===== config.mk =====
export PLATFORM = sky130hd
export DESIGN_NAME = hazard_forward_unit
export DESIGN_NICKNAME = d
export VERILOG_FILES = /design/src/rtl/hazard_forward_unit.sv
export SDC_FILE = /design/constraint.sdc
export NUM_CORES = 1
export LEC_CHECK = 0
export ABC_CLOCK_PERIOD_IN_PS = 2800
export BUFFER_PORTS_ARGS = -buffer_cell sky130_fd_sc_hd__buf_2
export CAP_MARGIN = 20
export CORE_AREA = 3 3 75 70
export CTS_CLUSTER_SIZE = 25
export DETAILED_ROUTE_END_ITERATION = 7
export DIE_AREA = 0 0 78 73
export GPL_TIMING_DRIVEN = 0
export PLACE_DENSITY = 0.78
export SYNTH_ARGS = -nofsm -noshare
export SYNTH_HDL_FRONTEND = slang
export SYNTH_SLANG_ARGS = --single-unit

===== constraint.sdc =====
create_clock -name clk -period 2.8 [get_ports clk]
set_input_delay 0.56 -clock clk [delete_from_list [all_inputs] [get_ports clk]]
set_output_delay 0.56 -clock clk [all_outputs]
set_load 0.01 [all_outputs]

===== src/rtl/hazard_forward_unit.sv =====
// Hazard, interlock and forwarding controller for the five-stage MIPS pipeline.
// Produces registered forwarding selects for the EX stage, a load-use interlock
// stretched to the data-memory latency, a multi-cycle flush after redirects and
// saturating stall/flush performance counters. All state moves on the falling
// clock edge so it lines up with the pipeline interface registers.
module hazard_forward_unit #(
  parameter int REG_ADDR_W   = 5,
  parameter int MEM_LAT      = 1,
  parameter int FLUSH_CYCLES = 2,
  parameter int CNT_W        = 16
) (
  input  logic                  clk,
  input  logic                  reset,
  input  logic [REG_ADDR_W-1:0] id_rs,
  input  logic [REG_ADDR_W-1:0] id_rt,
  input  logic                  id_uses_rs,
  input  logic                  id_uses_rt,
  input  logic [REG_ADDR_W-1:0] ex_dest,
  input  logic                  ex_reg_write,
  input  logic                  ex_mem_read,
  input  logic [REG_ADDR_W-1:0] mem_dest,
  input  logic                  mem_reg_write,
  input  logic [REG_ADDR_W-1:0] wb_dest,
  input  logic                  wb_reg_write,
  input  logic                  redirect,
  output logic [1:0]            fwd_a_sel,
  output logic [1:0]            fwd_b_sel,
  output logic                  stall_pc,
  output logic                  stall_ifid,
  output logic                  bubble_idex,
  output logic                  flush_ifid,
  output logic                  flush_idex,
  output logic [CNT_W-1:0]      stall_cycles,
  output logic [CNT_W-1:0]      flush_events
);

  typedef enum logic [1:0] {
    RUN    = 2'd0,
    LSTALL = 2'd1,
    FLUSH  = 2'd2
  } state_t;

  localparam logic [1:0] SEL_RF    = 2'b00;
  localparam logic [1:0] SEL_EXMEM = 2'b01;
  localparam logic [1:0] SEL_MEMWB = 2'b10;

  // cnt counts the remaining extra cycles of the current stall or flush
  localparam logic [2:0] STALL_LOAD = 3'(MEM_LAT - 1);
  localparam logic [2:0] FLUSH_LOAD = 3'(FLUSH_CYCLES);

  state_t     state;
  state_t     nextState;
  logic [2:0] cnt;
  logic [2:0] nextCnt;

  logic       exWrites;
  logic       memWrites;
  logic       exHitRs;
  logic       exHitRt;
  logic       memHitRs;
  logic       memHitRt;
  logic       loadUse;
  logic       holdFront;
  logic       squashIdex;
  logic [1:0] selANext;
  logic [1:0] selBNext;
  logic       unusedWb;

  // Producer matches against the ID source fields; register 0 never matches
  always_comb begin
    exWrites  = ex_reg_write & (ex_dest != '0);
    memWrites = mem_reg_write & (mem_dest != '0);
    exHitRs   = exWrites & (ex_dest == id_rs);
    exHitRt   = exWrites & (ex_dest == id_rt);
    memHitRs  = memWrites & (mem_dest == id_rs);
    memHitRt  = memWrites & (mem_dest == id_rt);
    loadUse   = ex_mem_read & ((id_uses_rs & exHitRs) | (id_uses_rt & exHitRt));
    // MEM/WB producers are served by the write-before-read register file
    unusedWb  = ^{wb_dest, wb_reg_write};
  end

  // State register
  always_ff @(negedge clk) begin
    if (reset) begin
      state <= RUN;
      cnt   <= '0;
    end else begin
      state <= nextState;
      cnt   <= nextCnt;
    end
  end

  // Next-state logic: redirect takes priority over everything else
  always_comb begin
    nextState = state;
    nextCnt   = cnt;
    if (redirect) begin
      nextState = FLUSH;
      nextCnt   = FLUSH_LOAD;
    end else begin
      case (state)
        RUN: begin
          if (loadUse && (MEM_LAT > 1)) begin
            nextState = LSTALL;
            nextCnt   = STALL_LOAD;
          end
        end
        LSTALL, FLUSH: begin
          if (cnt <= 3'd1) begin
            nextState = RUN;
            nextCnt   = '0;
          end else begin
            nextCnt = cnt - 3'd1;
          end
        end
        default: begin
          nextState = RUN;
          nextCnt   = '0;
        end
      endcase
    end
  end

  // Output logic: stall is Mealy on the detection cycle, flush is Moore
  always_comb begin
    holdFront = 1'b0;
    if (!reset && !redirect) begin
      case (state)
        RUN:     holdFront = loadUse;
        LSTALL:  holdFront = 1'b1;
        default: holdFront = 1'b0;
      endcase
    end
    stall_pc    = holdFront;
    stall_ifid  = holdFront;
    bubble_idex = holdFront;
    flush_ifid  = (state == FLUSH);
    flush_idex  = (state == FLUSH);
    squashIdex  = holdFront | (state == FLUSH);
  end

  // Forwarding select for each operand: EX producer first, then EX/MEM
  always_comb begin
    selANext = SEL_RF;
    selBNext = SEL_RF;
    if (id_uses_rs) begin
      if (exHitRs) begin
        selANext = SEL_EXMEM;
      end else if (memHitRs) begin
        selANext = SEL_MEMWB;
      end
    end
    if (id_uses_rt) begin
      if (exHitRt) begin
        selBNext = SEL_EXMEM;
      end else if (memHitRt) begin
        selBNext = SEL_MEMWB;
      end
    end
  end

  // Selects latch alongside ID/EX; a bubble or flush entering EX reads the register file
  always_ff @(negedge clk) begin
    if (reset) begin
      fwd_a_sel <= SEL_RF;
      fwd_b_sel <= SEL_RF;
    end else if (squashIdex) begin
      fwd_a_sel <= SEL_RF;
      fwd_b_sel <= SEL_RF;
    end else begin
      fwd_a_sel <= selANext;
      fwd_b_sel <= selBNext;
    end
  end

  // Saturating performance counters
  always_ff @(negedge clk) begin
    if (reset) begin
      stall_cycles <= '0;
      flush_events <= '0;
    end else begin
      if (holdFront && !(&stall_cycles)) begin
        stall_cycles <= stall_cycles + CNT_W'(1);
      end
      if (redirect && !(&flush_events)) begin
        flush_events <= flush_events + CNT_W'(1);
      end
    end
  end

endmodule


[After elaboration in Yosys (flattened, before gate mapping)]
Cells that the tools add are included.
W data, S select, Z words.
Operators by class
  muxes and demuxes: 12
  equal/unequal tests: 9
  multiply operators: 0
  shifts and indexed selects: 0
  add/subtract/negate cells: 3
  divide/modulo/power cells: 0
  bitwise logic cells: 14
  magnitude comparators: 1
  reduce and logical (&&, ||, !) cells: 20
Operators by type and width (number)
  $add A16 B1 Y16 const B: 2
  $reduce_and A16 Y1: 2
  $eq A5 B5 Y1: 4
  $mux W2: 5
  $reduce_bool A5 Y1: 2
  $and A1 B1 Y1: 9
  $reduce_or A4 Y1: 2
  $pmux W3 S2: 1
  $reduce_or A3 Y1: 2
  $logic_not A1 Y1: 4
  $ne A2 B2 Y1 const B: 2
  $pmux W2 S2: 1
  $reduce_and A2 Y1: 2
  $reduce_or A2 Y1: 2
  $le A3 B1 Y1 const B: 1
  $logic_and A1 B1 Y1: 3
  $mux W1: 3
  $mux W3: 1
  $ne A3 B3 Y1 const B: 1
  $not A1 Y1: 3
  $sub A3 B1 Y3 const B: 1
  $eq A2 B1 Y1 const B: 1
  $eq A2 B2 Y1 const B: 1
  $logic_not A2 Y1: 1
  other kinds (2): 3
Storage, ports and cells
  ROM bits: 0
  register bits: 41
  latch bits: 0
  logic and storage cells: 69
  memories: 0
  bits in writable memories: 0
  input port bits: 34

[Logic depth before layout (Yosys ltp)]
Gate-level depths: netlist of the first run.
  depth in word-level cells: 10
  mapped depth: 8
  mapped depth without buffers: 7

==> results of run 1 <==
[power groups by stage]
stage                     sequential, mW  clock [mW]  combinational [mW]
after floorplan                    0.595      0.0893              0.0770
after global placement             0.594      0.0893               0.129
after detailed placement           0.594      0.0893               0.132
after CTS                          0.577       0.729               0.159
after global routing               0.566       0.880               0.200
final                              0.566       0.831               0.189
[routing by layer]
metal,track usage [%],vias to the layer above,wire length [um]
met4,13.2,0,423
met3,10.1,43,906
met2,44.1,204,4750
li1,-,1248,-
met5,0,-,0
met1,28.2,1355,3600
[placed cells by master (no fill, tap or decap), drive strengths merged, types with 2 or more instances in the layout]
| cell | instances |
|---|---|
| o21ai | 11 |
| buf | 124 |
| nand4 | 12 |
| xnor2 | 9 |
| nor2 | 31 |
| or3 | 2 |
| and2 | 2 |
| a21oi | 14 |
| nand4b | 2 |
| dfxtp | 40 |
| mux2 | 2 |
| o311ai | 2 |
| nand2 | 13 |
| or4 | 8 |
| xor2 | 27 |
| nand3 | 15 |
| ha | 4 |
| o41ai | 3 |
| nor4 | 6 |
| nor3 | 6 |
| and3 | 6 |
| nor4b | 2 |
| o31ai | 5 |
| inv | 51 |
| clkbuf | 10 |
[state kept, by name, summed over array words and instances (netlist names)]
name          cells
flush_events     16
state             1
fwd_b_sel         2
fwd_a_sel         2
stall_cycles     16
cnt               3
[cell type report]
type	count	share of cell area [%]
inverters	11	1.12
clock inverters	42	4.84
plain buffers	10	1.86
well taps	62	1.99
flip-flops and latches	40	22.9
clock buffers	5	1.76
repair buffers	119	25.9
multi-input cells	193	39.7
[worst paths after layout]
check | start | end | slack [ps] | cells after the start
min | stall_cycles[8] | stall_cycles[8] | 510 | 2
max | id_rt[2] | stall_cycles[12] | -680 | 9
max reg2reg | stall_cycles[7] | stall_cycles[7] | 260 | 8
min reg2reg | stall_cycles[8] | stall_cycles[8] | 510 | 2
[critical path: cells and delay by family]
family,cells,cell delay (ps)
buffers and inverters,3,400
and+or+nand+nor,3,1080
AOI/OAI and AO/OA,2,200
xor gates and xnor gates,1,140
[repair_timing]
item	4_1_cts	5_1_grt
pin swaps	15	26
setup endpoints to repair	63	62
hold buffers	0	0
cloned	1	1
gates resized for setup	95	56
buffers inserted	20	31
[metrics by stage]
step | TNS [ps] | power, mW | instance area [um2] | utilization [%]
2_1_floorplan | -13370 | 0.762 | 2310 | -
3_3_place_gp | -23500 | 0.813 | 2720 | 60.6
3_5_place_dp | -24510 | 0.816 | 2720 | 60.6
4_1_cts | -12310 | 1.47 | 3450 | 76.9
5_1_grt | -15530 | 1.65 | 3910 | 87.0
6_report | -13890 | 1.59 | 3910 | 87.0
[cells by family (layout without fill, tap and decap cells)]
group	Yosys count	in the layout	share of synthesized area, %
mux	3	3	1.63
compound gates	40	40	13.1
xor+xnor	36	36	14.2
fa+ha+maj	4	4	2.25
simple gates	110	110	28.3
flops	40	40	36.0
buf+inv	22	187	4.61
==> results.md, run 1 <==
* Failing checks: negative setup slack
* Routed len/inst at 20.1 um
* Setup CP Type: input pin to register
* Root buffer cell: clkbuf_8
* Post-synthesis net count at 293
* Iteration-0 DRC Markers at 379
* Peak VDD IR at 0.356 mV
* Ports at 75
* Diode count at 0
* Clk pwr share at 52.4%
* Clock Latency Late Sink at approximately 460 ps
* Vias at around 2,900
* CTS sink cnt at 40
* Die width at 78 um
* Top-count cell post-synth: dfxtp_1
* Pint at between 0.9 and 1 mW
* Crit path max fanout at 5
* Detail Placement HPWL at 4160 um
* Critical path required time at 1690 ps
* Critical path cell sequence: buf_2, xor2_1, nor2_1, nor4b_4, o21ai_4, buf_4, buf_6, or4_4, a21oi_2
* Delay of the slowest cell on the worst path at 470 ps
* First-pass GRT wire length at around 11,000 um
* Hold slack at 513 ps
* H-tree depth at 2
* Status: finished with violations
* Max transition margin at ~60%
* Worst Tran Pin Value at 600 ps
* Post-Synthesis Cells at 255
* CP endpoint kind: register
* Nets at 458
* Dpl cells at 384
* Seq pwr share at 35.7%
* Final hold vios at 0
* RSZ-0062 raised after global routing: yes
* Slew Limit Fails at 0
* Async set or reset register ratio after synthesis at 0%
* Leakage at 1.75 nW
* Sequential fraction of the synthesis area at 36.0%
* Antenna violations before repair at 0
* Vias in the first global route at 2,472
* Setup ws final at -677 ps
* GP Congestion at 0.889
* Reg area at 895 um2
* Share of cells above drive strength 1 at 49.3%
* Synth top cells by count: 40 x dfxtp_1, 31 x nor2_1, 27 x xor2_1
* Drt first pass iters at 8
* Crit path launch type: input pin
* CP max-delay cell: nor4b_4
* Die span in y at 73 um
* Area of the multi-input gates at 1550 um2
* Clock Path Buffers at 2
* CTS clock-pin slew for the worst setup and hold paths at 30 ps
* Core ar. at approximately 4500 um2
* Skew final at 107 ps
* Global route overflow at 0
* Synth cell types at 48
* Routed WL at 9690 um
* Initial core utilization at 49.6%
* Row count at 23
* Top cell type's share of synthesized area at a little over a third
* Synth Register Bits at 40
* Final ANT Viol Nets at 0
* Largest net degree at the start of global routing at 13
* Hold Path Class: register to register
* Residual DRC count at 0
* PortBufs at 67
* CTS Buf Count at 5
* Combinational Power Share at 11.9%
* Post-synthesis cell area at around 2200 um2
* Die Area at 5690 um2
* Cell taking the most area after synthesis: dfxtp_1
* Primary FF master, synth: dfxtp_1
* Total track usage at approximately a quarter
* EDFF count, synth at 0
* Filler-free cell count of the finished design at ~480
* Post-Syn Area per Cell at ~8.7 um2
* Power per cell area at 406 nW/um2
* Vias per inst at 5.91
* Fillers at 202
* Net Sw Frac at 37.6%
* Area grow syn2layout at 75.4%
* Synth Warn # at 0
* Max_cap viols at 0
* Final Setup Violations at 45
* CP arrival at 2370 ps
* Switch Pwr at 0.596 mW
* Place WS at -1150 ps
* CTS tree: done
* Area contributors post-synth: dfxtp_1 36%, xor2_1 11%, nor2_1 5.2%
No activity file was read; power rests on OpenSTA's default activity.
==> inputs of run 2 (changes only) <==
--- a/config.mk
+++ b/config.mk
@@ -5,15 +5,16 @@
 export SDC_FILE = /design/constraint.sdc
 export NUM_CORES = 1
 export LEC_CHECK = 0
+export ABC_AREA = 1
 export ABC_CLOCK_PERIOD_IN_PS = 2800
 export BUFFER_PORTS_ARGS = -buffer_cell sky130_fd_sc_hd__buf_2
 export CAP_MARGIN = 20
-export CORE_AREA = 3 3 75 70
+export CORE_AREA = 3 3 82 76
 export CTS_CLUSTER_SIZE = 25
 export DETAILED_ROUTE_END_ITERATION = 7
-export DIE_AREA = 0 0 78 73
+export DIE_AREA = 0 0 85 79
 export GPL_TIMING_DRIVEN = 0
-export PLACE_DENSITY = 0.78
+export PLACE_DENSITY = 0.72
 export SYNTH_ARGS = -nofsm -noshare
 export SYNTH_HDL_FRONTEND = slang
 export SYNTH_SLANG_ARGS = --single-unit
==> run 2 against run 1 <==
  * The flow still finishes with violations (negative setup slack)
  * Clock skew shrank 77 ps
  * Synthesized area grew 21%
  * Via count grew 12%
  * Clock power shrank 13%
  * Synthesized cell count grew 66%
  * Largest power group unchanged
  * Worst setup slack gained 180 ps
  * Non-clock buffer count shrank 11
  * Highest routed layer unchanged
  * Critical path depth shrank 2
==> results.md, run 2 <==
* Status: finished with violations
* Failing checks: negative setup slack
* Cell taking the most area after synthesis: dfxtp_1
* Total track usage at 22.6% (-3.3 points)
* Power per cell area at 355 nW/um2 (-13%)
* Clock Path Buffers at 2 (unchanged)
* Synth cell types at 31 (-35%)
* CTS Buf Count at 5 (unchanged)
* Setup CP Type: register to output pin
* Max_cap viols at 0 (unchanged)
* Hold Path Class: register to register
* Leakage at 2.09 nW (+19%)
* Post-Synthesis Cells at 423 (+66%)
* CTS tree: done
* Synth Warn # at 0 (unchanged)
* Die width at 85 um (+9.0%)
* Global route overflow at 0 (unchanged)
* Fillers at 404 (+100%)
* Post-Syn Area per Cell at 6.38 um2 (-27%)
* Area grow syn2layout at 53.7%
* Max transition margin at 68.2% (+8.2 points)
* Final hold vios at 0 (unchanged)
* CP max-delay cell: dfxtp_4
* CTS clock-pin slew for the worst setup and hold paths at 30 ps (about the same)
* Share of cells above drive strength 1 at 35.3% (-14 points)
* Drt first pass iters at 5 (-3)
* Worst Tran Pin Value at 477 ps (-123 ps)
* Slew Limit Fails at 0 (unchanged)
* Async set or reset register ratio after synthesis at 0% (unchanged)
* Top-count cell post-synth: nand2_1
* PortBufs at 67 (unchanged)
* Biggest regs: flush_events (16), stall_cycles (16), cnt (3)
* Crit path max fanout at 3 (-2)
* Routed len/inst at 12.4 um (-38%)
* Final ANT Viol Nets at 0 (unchanged)
* Clock Latency Late Sink at 390 ps (-70 ps)
* Critical path cell sequence: inv_4, and3_4, buf_6, nand2_4, inv_4, buf_6, buf_6
* Filler-free cell count of the finished design at 640 (+33%)
* EDFF count, synth at 0 (unchanged)
* H-tree depth at 2 (unchanged)
* Commonest non-fill, non-tap cell in the layout: inv_1
* Row count at 25 (+8.7%)
* Skew final at 30.6 ps (-76.8 ps)
* Die span in y at 79 um (+8.2%)
* Routed WL at 7920 um (-18%)
* Vias at 3,194 (+12%)
* Core ar. at 5350 um2 (+19%)
* RSZ-0062 raised after global routing: yes
* Vias per inst at 4.99 (-16%)
* Tot Pwr at 1.47 mW (-7.2%)
* CP arrival at 2740 ps (+370 ps)
* Detail Placement HPWL at 4990 um (+20%)
* Initial core utilization at 50.5% (+0.85 points)
* Top cell type's share of synthesized area at 29.7% (-6.3 points)
* CTS sink cnt at 40 (unchanged)
* Post-synthesis cell area at 2700 um2 (+21%)
* Area contributors post-synth: dfxtp_1 30%, nand2_1 12%, inv_1 11%
* Post-synthesis net count at 461 (+57%)
* Ports at 75 (unchanged)
* Diode count at 0 (unchanged)
* Fin util at 77.6% (-9.4 points)
* Primary FF master, synth: dfxtp_1
* Critical path's most frequent cell: buf_6
* Synth top cells by count: 89 x nand2_1, 77 x inv_1, 54 x nor2_1
* Most frequent cells in the layout: 108 x inv_1, 86 x nand2_1, 55 x buf_6
* Place WS at -409 ps (+739 ps)
* Final Setup Violations at 23 (-49%)
* Sequential fraction of the synthesis area at 29.7% (-6.3 points)
* Critical path required time at 2240 ps (+550 ps)
* Peak VDD IR at 0.313 mV (-12%)
* Vias in the first global route at 2,924 (+18%)
* First-pass GRT wire length at 12,600 um (+11%)
* Antenna violations before repair at 0 (unchanged)
* Crit path launch type: register
* Die Area at 6720 um2 (+18%)
* Setup ws final at -497 ps (+180 ps)
* Residual DRC count at 0 (unchanged)
* Synth Register Bits at 40 (unchanged)
* Largest net degree at the start of global routing at 14 (+1)
* Nets at 610 (+33%)
* Delay of the slowest cell on the worst path at 350 ps (-120 ps)
* Dpl cells at 557 (+45%)
* Root buffer cell: clkbuf_8
* Iteration-0 DRC Markers at 191 (-50%)
* CP endpoint kind: output pin
* GP Congestion at 0.887 (-0.30%)
-- run 2: changes by cell type after synthesis, sizes merged, moves of 6 or more --
cell	change
nand3	+19
or4	-8
nand2	+79
nor2	+29
inv	+73
xor2	-16
nor3	+6
nand4	+16
-- run 2: what timing repair did --
item | in CTS | in global routing
setup endpoints to repair | 51 | 56
hold buffers | 0 | 0
setup buffers | 19 | 20
cloned | 1 | 1
resized for setup | 93 | 37
pin swaps | 2 | 12
-- run 2: stage by stage --
step                      cell area (um2)  TNS [ps]  hold slack [ps]
after floorplan                      2740     -2920              491
after CTS                            3850     -2280              470
after detailed placement             3150    -10770              502
after global routing                 4150     -6590              470
final                                4150     -3740              450
after global placement               3150    -10470              496
-- run 2: final timing paths --
check / to / cells after the start / slack [ps] / from
setup reg to reg: stall_cycles[11] / 10 / 1030 / stall_cycles[0]
setup / recovery: stall_pc / 7 / -500 / state[1]
hold / removal: flush_events[4] / 1 / 450 / flush_events[4]
hold reg to reg: flush_events[4] / 1 / 450 / flush_events[4]
-- run 2: where the power goes --
group	internal (mW)	switching [mW]
sequential	0.563	0.00468
clock	0.343	0.384
combinational	0.0857	0.0921
-- run 2: layer usage --
metal | vias to the layer above | part of all wire [%] | global-route usage (%)
met3 | 12 | 5.6 | 4.77
met4 | 0 | 1.3 | 10.4
met5 | - | 0 | 0
met1 | 1425 | 45 | 29.3
li1 | 1629 | - | -
met2 | 128 | 48 | 35.7
-- run 2: final cells by class --
cell class              count  area, um2  share of cell area [%]
multi-input cells         283       1510                    36.5
flip-flops and latches     40        887                    21.4
plain buffers              13        108                    2.59
clock inverters            43        195                    4.70
well taps                  67       83.8                    2.02
inverters                  84        323                    7.78
clock buffers               5       68.8                    1.66
repair buffers            105        971                    23.4
-- run 2: worst max-delay path: cells and delay by family, from the launching register on --
| family | cells | cell delay [ps] |
|---|---|---|
| flip-flops | 1 | 350 |
| AND/OR/NAND/NOR | 2 | 220 |
| buffers and inverters | 5 | 390 |
-- run 2: logic make-up (layout without fill, tap and decap cells) --
kind of cell / Yosys count / after routing / synth area share [%]
DFF: 40 / 40 / 29.7
and+or+nand+nor: 231 / 231 / 41.1
buffers and inverters: 100 / 250 / 15.7
AOI/OAI and AO/OA: 29 / 29 / 5.56
adders and majority gates: 4 / 4 / 1.85
xor gates and xnor gates: 19 / 19 / 6.17
==> inputs of run 3 (changes only) <==
==> config.mk (replaced) <==
export PLATFORM = sky130hd
export DESIGN_NAME = hazard_forward_unit
export DESIGN_NICKNAME = d
export VERILOG_FILES = /design/src/rtl/hazard_forward_unit.sv
export SDC_FILE = /design/constraint.sdc
export NUM_CORES = 1
export LEC_CHECK = 0
export ABC_AREA = 0
export ABC_CLOCK_PERIOD_IN_PS = 2800
export BUFFER_PORTS_ARGS = -buffer_cell sky130_fd_sc_hd__buf_2
export CAP_MARGIN = 20
export CORE_AREA = 3 3 75 70
export CTS_CLUSTER_SIZE = 25
export DETAILED_ROUTE_END_ITERATION = 7
export DIE_AREA = 0 0 78 73
export GPL_TIMING_DRIVEN = 0
export PLACE_DENSITY = 0.74
export SYNTH_ARGS = -nofsm -noshare
export SYNTH_HDL_FRONTEND = slang
export SYNTH_SLANG_ARGS = --single-unit
==> run 3 against run 2 <==
  * The run still ends with negative setup slack left
  * Register-to-register slack lost 600 ps
  * Routed wire length grew 5.7%
  * Clock power is essentially flat
  * Global-route usage grew 2.2 points
  * Final cell count shrank 26%
  * Die area shrank 15%
  * Power grew 1.3%
  * Critical endpoint is now stall_cycles[11]
==> results.md, run 3 (synthesis gave the netlist of run 1 again) <==
* Status: finished with violations
* Failing checks: negative setup slack
* Slew Limit Fails at 0 (unchanged)
* Ports at 75 (unchanged)
* CTS sink cnt at 40 (unchanged)
* Net Sw Frac at 33.7% (+1.0 points)
* PortBufs at 67 (unchanged)
* Total track usage at 24.8% (+2.2 points)
* Crit path max fanout at 5 (+2)
* Combinational Power Share at 13.3% (+1.2 points)
* Die Area at 5690 um2 (-15%)
* FF-to-FF Start: stall_cycles[7]
* Worst Reg-to-Reg Cells at 7 (-3)
* CTS tree: done
* Leakage at 1.69 nW (-19%)
* Critical path cell sequence: buf_8, or4_4, buf_6, o21ai_4, nor4b_4, o21ai_4, buf_6, nor4_4, mux2_4
* Nets at 449 (-26%)
* Largest net degree at the start of global routing at 12 (-2)
* Peak VDD IR at 0.417 mV (+33%)
* Max transition margin at 49.3% (-19 points)
* Antenna violations before repair at 0 (unchanged)
* CTS clock-pin slew for the worst setup and hold paths at 50 ps (+20 ps)
* Global route overflow at 0 (unchanged)
* Die width at 78 um (-8.2%)
* CP arrival at 2320 ps (-420 ps)
* Iteration-0 DRC Markers at 217 (+14%)
* Hold Path Class: register to register
* Final ANT Viol Nets at 0 (unchanged)
* Setup ws final at -674 ps (-177 ps)
* Worst Tran Pin Value at 753 ps (+276 ps)
* Switch Pwr at 0.502 mW (+4.4%)
* Initial core utilization at 49.6% (-0.85 points)
* Residual DRC count at 0 (unchanged)
* Die span in y at 73 um (-7.6%)
* Place WS at -1120 ps (-715 ps)
* GP Congestion at 0.837 (-5.6%)
* Critical path depth at 9 (+2)
* Area grow syn2layout at 70.9%
* CTS Buf Count at 5 (unchanged)
* Routed WL at 8370 um (+5.7%)
* Detail Placement HPWL at 4240 um (-15%)
* Power per cell area at 392 nW/um2 (+10%)
* Commonest non-fill, non-tap cell in the layout: inv_1
* Vias at 2,724 (-15%)
* Crit path buf inv count at 3 (-2)
* Crit path capture: stall_cycles[11]
* First-pass GRT wire length at 11,300 um (-10%)
* Hold Path Origin: stall_cycles[15]
* Most Crowded Layer GR: met2
* Biggest regs: flush_events (16), stall_cycles (16), cnt (3)
* RSZ-0062 raised after global routing: yes
* Vias per inst at 5.76 (+15%)
* H-tree depth at 2 (unchanged)
* Root buffer cell: clkbuf_8
* Max_cap viols at 0 (unchanged)
* Seq pwr share at 38.0% (-0.5 points)
* Delay of the slowest cell on the worst path at 540 ps (+190 ps)
* Register-to-register setup slack at 430 ps (-600 ps)
* Pint at 0.989 mW (-0.25%)
* Filler-free cell count of the finished design at 473 (-26%)
* Global Route met1 Usage at 28.8% (-0.53 points)
* Routed len/inst at 17.7 um (+43%)
* Critical path required time at 1650 ps (-590 ps)
* Final hold vios at 0 (unchanged)
* Met2 usage at 40.9% (+5.2 points)
* CP max-delay cell: or4_4
* Share of cells above drive strength 1 at 46.5% (+11 points)
* Clk pwr share at 48.7% (-0.7 points)
* Drt first pass iters at 4 (-1)
* Hold Buf Count CTS at 0 (unchanged)
* Core ar. at 4490 um2 (-16%)
* Met3 GRT Util at 9.75% (+5.0 points)
* Clock Latency Late Sink at 400 ps (about the same)
* Setup CP Type: input pin to register
* Clock Path Buffers at 2 (unchanged)
* Diode count at 0 (unchanged)
* Row count at 23 (-8.0%)
* Skew final at 51.9 ps (+21.2 ps)
* Crit path launch: ex_dest[4]
* Dpl cells at 384 (-31%)
* Crit path launch type: input pin
* Top delay family on crit path: simple AND/OR/NAND/NOR gates
* Most frequent cells in the layout: 51 x inv_1, 43 x buf_6, 40 x buf_4
* CP endpoint kind: register
* Vias in the first global route at 2,500 (-15%)
* Final Setup Violations at 29 (+26%)
* Reg2reg end: stall_cycles[7]
run 3: how the worst min path moves through the flow:
stage,endpoint,cells past startpoint
after CTS,stall_cycles[1],2
final,stall_cycles[15],2
after detailed placement,stall_cycles[1],2
after floorplan,cnt[2],2
after global routing,flush_events[7],2
after global placement,stall_cycles[1],2
run 3: final cells by class:
cell class	count	area, um2
clock buffers	5	68.8
fillers	244	683
plain buffers	10	75.1
flip-flops and latches	40	893
multi-input cells	193	1530
well taps	62	77.6
clock inverters	42	184
inverters	11	43.8
repair buffers	110	933
run 3: power groups by stage:
stage                     Clock (mW)  Sequential [mW]  Combinational, mW
after floorplan               0.0893            0.595             0.0770
after global placement        0.0893            0.594              0.130
after detailed placement      0.0893            0.594              0.134
after CTS                      0.707            0.579              0.159
after global routing           0.806            0.565              0.210
final                          0.726            0.567              0.199
run 3: worst min-delay path, stage by stage, from the launching register on:
cell and delay [ps]:
dfxtp_2 330, o31ai_1 80, a21oi_2 50
run 3: timing repair:
action                     in CTS  in global routing
setup endpoints to repair      63                 59
setup buffers                  13                 31
gates resized for setup        92                 50
pin swaps                      13                 15
gates cloned                    1                  0
run 3: through the flow:
stage	hold slack, ps	setup TNS [ps]	util (%)	area [um2]	power, mW
4_1_cts	467	-12820	75.6	3390	1.44
5_1_grt	528	-15170	84.8	3810	1.58
6_report	499	-13730	84.8	3810	1.49
2_1_floorplan	498	-13370	-	2310	0.762
3_3_place_gp	469	-24360	60.6	2720	0.813
3_5_place_dp	476	-24650	60.6	2720	0.817
run 3: metal layers:
layer  part of all wire (%)  up-vias
li1                       -     1225
met1                     39     1315
met2                     49      154
met3                    8.5       30
met4                    3.5        0
met5                      0        -
